File: src/rtl/updown_mod_counter.sv
// Parametrised up/down modulo-MOD counter with parallel load and selectable
// terminal behaviour (wrap, saturate, one-shot).
// Ports:
//   clk, rst       rising-edge clock, synchronous active-high reset
//   enable, up_dn  step request and direction (1 = up)
//   load, load_val synchronous parallel load (clamped to MOD-1)
//   mode           00/11 wrap, 01 saturate, 10 one-shot
//   count          current count value
//   tc             one-cycle terminal-count pulse
//   done           sticky one-shot finished flag
//   wrap_cnt       saturating count of wrap events since reset or load
module updown_mod_counter #(
  parameter int unsigned WIDTH     = 8,
  parameter int unsigned MOD       = 256,
  parameter int unsigned RST_VAL   = 0,
  parameter int unsigned WRAP_BITS = 4
) (
  input  logic                 clk,
  input  logic                 rst,
  input  logic                 enable,
  input  logic                 up_dn,
  input  logic                 load,
  input  logic [WIDTH-1:0]     load_val,
  input  logic [1:0]           mode,
  output logic [WIDTH-1:0]     count,
  output logic                 tc,
  output logic                 done,
  output logic [WRAP_BITS-1:0] wrap_cnt
);

  // The modulus may equal 2**WIDTH, so it is held with one extra bit.
  localparam logic [WIDTH:0]   MOD_W   = (WIDTH+1)'(MOD);
  localparam logic [WIDTH-1:0] MAX_V   = WIDTH'(MOD - 1);
  localparam logic [WIDTH-1:0] RST_V   = WIDTH'(RST_VAL);

  localparam logic [1:0] MODE_SAT     = 2'b01;
  localparam logic [1:0] MODE_ONESHOT = 2'b10;

  logic [WIDTH-1:0]     count_q, count_d;
  logic                 tc_q, tc_d;
  logic                 done_q, done_d;
  logic [WRAP_BITS-1:0] wrap_q, wrap_d;
  logic                 at_term;

  // Terminal detection; any out-of-range count also counts as terminal.
  always_comb begin
    if (up_dn) begin
      at_term = (count_q >= MAX_V);
    end else begin
      at_term = (count_q == '0) || (count_q > MAX_V);
    end
  end

  // Next-state logic: load has priority over a step.
  always_comb begin
    count_d = count_q;
    tc_d    = 1'b0;
    done_d  = done_q;
    wrap_d  = wrap_q;
    if (load) begin
      count_d = ({1'b0, load_val} >= MOD_W) ? MAX_V : load_val;
      done_d  = 1'b0;
      wrap_d  = '0;
    end else if (enable && !done_q) begin
      if (at_term) begin
        tc_d = 1'b1;
        unique case (mode)
          MODE_SAT:     count_d = count_q;
          MODE_ONESHOT: done_d  = 1'b1;
          default: begin
            count_d = up_dn ? '0 : MAX_V;
            if (!(&wrap_q)) begin
              wrap_d = wrap_q + WRAP_BITS'(1);
            end
          end
        endcase
      end else begin
        count_d = up_dn ? (count_q + WIDTH'(1)) : (count_q - WIDTH'(1));
      end
    end
  end

  // State registers.
  always_ff @(posedge clk) begin
    if (rst) begin
      count_q <= RST_V;
      tc_q    <= 1'b0;
      done_q  <= 1'b0;
      wrap_q  <= '0;
    end else begin
      count_q <= count_d;
      tc_q    <= tc_d;
      done_q  <= done_d;
      wrap_q  <= wrap_d;
    end
  end

  assign count    = count_q;
  assign tc       = tc_q;
  assign done     = done_q;
  assign wrap_cnt = wrap_q;

endmodule

File: config.mk
export PLATFORM = sky130hd
export DESIGN_NAME = updown_mod_counter
export DESIGN_NICKNAME = d
export VERILOG_FILES = /design/src/rtl/updown_mod_counter.sv
export SDC_FILE = /design/constraint.sdc
export NUM_CORES = 1
export LEC_CHECK = 0
export ABC_AREA = 1
export CORE_MARGIN = 1.5
export CORE_UTILIZATION = 48
export DETAILED_ROUTE_END_ITERATION = 12
export PLACE_DENSITY_LB_ADDON = 0.2
export RECOVER_POWER = 25
export SLEW_MARGIN = 20
export SYNTH_ARGS = -nofsm -noshare
export SYNTH_HDL_FRONTEND = slang
export SYNTH_SLANG_ARGS = --single-unit
export TNS_END_PERCENT = 20
File: constraint.sdc
create_clock -name clk -period 1.8 [get_ports clk]
set_input_delay 0.27 -clock clk [delete_from_list [all_inputs] [get_ports clk]]
set_output_delay 0.27 -clock clk [all_outputs]
set_load 0.01 [all_outputs]
==> results.sh <==
export IMPL_pwr_density_cell_nw_per_um2=620
export IMPL_crit_slowest_cell="clkdlybuf4s50_1"
export IMPL_p_leak_uw=0.000786
export IMPL_fin_hold_ws_ns=0.511
export IMPL_postCtsSetupBuffers=0
export IMPL_synth_warnings=0
export IMPL_grt_pass1_wl_mm=4.85
export IMPL_dr_wl_met3_um=112
export IMPL_cts_tree="done"
export IMPL_syn_num_nets=197
export IMPL_ys_types=27
export IMPL_hp_start="wrap_cnt[1]$_SDFFE_PP0P_"
export IMPL_grt_ovfl_total=0
export IMPL_post_drt_wl_per_cell_um=11.8
export IMPL_syn_area_per_cell_um2=6.65
export IMPL_grt_pass1_vias=1162
export IMPL_met1_length_mm=1.37
export IMPL_cts_sinks=14
export IMPL_max_cap_viol_count=0
export IMPL_gp_congestion=0.910
export IMPL_drv_slew=0
export IMPL_synth_compound_area_frac=0.124
export IMPL_hpwlAfterDp_mm=2.35
export IMPL_clockBufferDepth=2
export IMPL_cts_max_level=1
export IMPL_synth_top_area_share=0.243
export IMPL_synth_xor_area_share=0.0457
export IMPL_vias_per_cell=5.08
export IMPL_min_period_ns=1.70
export IMPL_top_layer="met4"
export IMPL_die_area_um2=2700
export IMPL_n_antenna_cell=0
export IMPL_fp_row_count=17
export IMPL_min_path_type="reg2reg"
export IMPL_worstHoldPathCells=2
export IMPL_fp_dieH_um=52.0
export IMPL_min_period_over_period=0.944
export IMPL_start_kind="flip-flop"
export IMPL_path_clk_slew_ns=0.09
export IMPL_synth_seq_cells=14
export IMPL_fin_total_pwr_uw=994
export IMPL_ir_drop_mv=0.393
export IMPL_dp_slack_ns=-0.395
export IMPL_yosysSeqAreaShare=0.243
export IMPL_final_util=0.718
export IMPL_r2r_cells=7
export IMPL_grt_max_degree=11
export IMPL_worstPathMaxFanout=5
export IMPL_cp_arrival_ns=1.43
export IMPL_r2r_end="wrap_cnt[0]$_SDFFE_PP0P_"
export IMPL_synth_mux_area_frac=0
export IMPL_dr_pass1_iters=4
export IMPL_worstSetupPathType="reg2out"
export IMPL_syn_inst=173
export IMPL_outcome="completed"
export IMPL_finalWorstSetupSlack_ns=0.101
export IMPL_worstMarginPinSlew_ns=0.433
export IMPL_vias=1261
export IMPL_yosysTopAreaCell="dfxtp_1"
export IMPL_whs_endpoint="wrap_cnt[1]$_SDFFE_PP0P_"
export IMPL_grt_total_usage=0.237
export IMPL_clk_latency_ns=0.28
export IMPL_hold_viol=0
export IMPL_crit_chain="buf_4 -> clkdlybuf4s50_1"
export IMPL_synth_area_um2=1150
export IMPL_wl_met2_mm=1.40
export IMPL_root_buffer="clkbuf_4"
export IMPL_core_um2=2230
export IMPL_crit_path_end_kind="output port"
export IMPL_synth_fa_ha_area_frac=0.104
export IMPL_start_util=0.515
export IMPL_area_growth_syn_to_layout_pct=39.3
export IMPL_synthSimpleGateAreaFrac=0.412
export IMPL_ant_nets=0
export IMPL_drt_iter0_drc=22
export IMPL_antenna_found_initial=0
export IMPL_io_pins=29
export IMPL_synth_top_family_by_area="simple AND/OR/NAND/NOR gates"
export IMPL_synthTopCellsByArea="dfxtp_1, nand2_1, nor2_1"
export IMPL_numCtsBuffers=3
export IMPL_io_buffers=28
export IMPL_cp_slowest_stage_delay_ns=0.52
export IMPL_r2r_start="count[1]$_SDFFE_PP0P_"
export IMPL_layout_common_cells="nand2_1, nor2_1, clkdlybuf4s50_1"
export IMPL_drt_total_wl_mm=2.92
export IMPL_ctsHoldBuffers=0
export IMPL_rsz0062_at_grt="no"
export IMPL_max_freq_ghz=0.589
export IMPL_reg2reg_slack_ns=0.15
export IMPL_cp_required_ns=1.53
export IMPL_die_w_um=52.0
export IMPL_clock_skew_final_ns=0.00181
export IMPL_drc=0
export IMPL_drive_above_1_share=0.191
export IMPL_setup_viol=0
export IMPL_maxSlewHeadroom=0.710
export IMPL_nets=245
export IMPL_final_common_cell="nand2_1"
-- repair_timing --
| item | CTS | global route |
|---|---|---|
| gates resized for setup | 2 | 6 |
| pin swaps | 0 | 0 |
| setup endpoints to repair | 3 | 5 |
| gates cloned | 0 | 0 |
-- Yosys cell counts (all sizes together) --
library cell,count
nand2,48
nor2,38
inv,19
a21oi,16
dfxtp,14
nand3,11
ha,8
o21ai,4
xnor2,3
xor2,3
nor3,2
a21boi,1
a22o,1
buf,1
clkinv,1
fa,1
nand3b,1
o21a,1
-- worst max-delay path, delay by kind of cell, from the launching register on --
family | cells | cell delay (ns)
buffers and inverters | 2 | 0.69
flip-flops | 1 | 0.45
-- sequential cells by signal (all words and copies together) (netlist names) --
name / flops
tc: 1
wrap_cnt: 4
count: 8
done: 1
-- area by class of cell --
cell class | instances | area (um2)
Multi-Input combinational cell | 138 | 771
Tap cell | 28 | 35.0
Sequential cell | 14 | 280
Inverter | 20 | 78.8
Fill cell | 200 | 629
Clock buffer | 4 | 36.3
Timing Repair Buffer | 44 | 403
-- cell families (layout without fill, tap and decap cells) --
family,after synthesis,after routing
AOI/OAI and AO/OA,23,23
xor gates and xnor gates,6,6
DFF,14,14
buffers and inverters,21,68
and+or+nand+nor,100,100
adders and majority gates,9,9
-- per-stage QoR --
stage                     instance area [um2]  setup TNS (ns)  cells
final                                    1600               0    248
after global routing                     1600               0    248
after CTS                                1620               0    248
after detailed placement                 1580           -2.67    244
after global placement                   1580           -1.71    244
after floorplan                          1150               0    173
-- how the worst max path moves through the flow --
stage,from,endpoint,slack [ns],cells after the start
floorplan,up_dn,count[6]$_SDFFE_PP0P_,0.22,10
global placement,up_dn,count[6]$_SDFFE_PP0P_,-0.30,11
detailed placement,up_dn,count[6]$_SDFFE_PP0P_,-0.39,11
CTS,up_dn,count[5]$_SDFFE_PP0P_,0.03,13
global route,count[0]$_SDFFE_PP0P_,count[0],0.01,2
finish,count[0]$_SDFFE_PP0P_,count[0],0.10,2
-- report_power, final --
part,internal [uW],total [uW],switching [uW],leakage (uW)
clock,123,231,108,0.0000210
combinational,200,402,201,0.000650
sequential,329,362,32.5,0.000115
total,653,994,342,0.000786
-- per-layer routing --
layer,vias to the layer above,GRT usage
met5,-,0
met4,0,0.0746
met3,4,0.0575
met2,34,0.382
met1,576,0.310
li1,647,-
No activity file was read; power rests on OpenSTA's default activity.
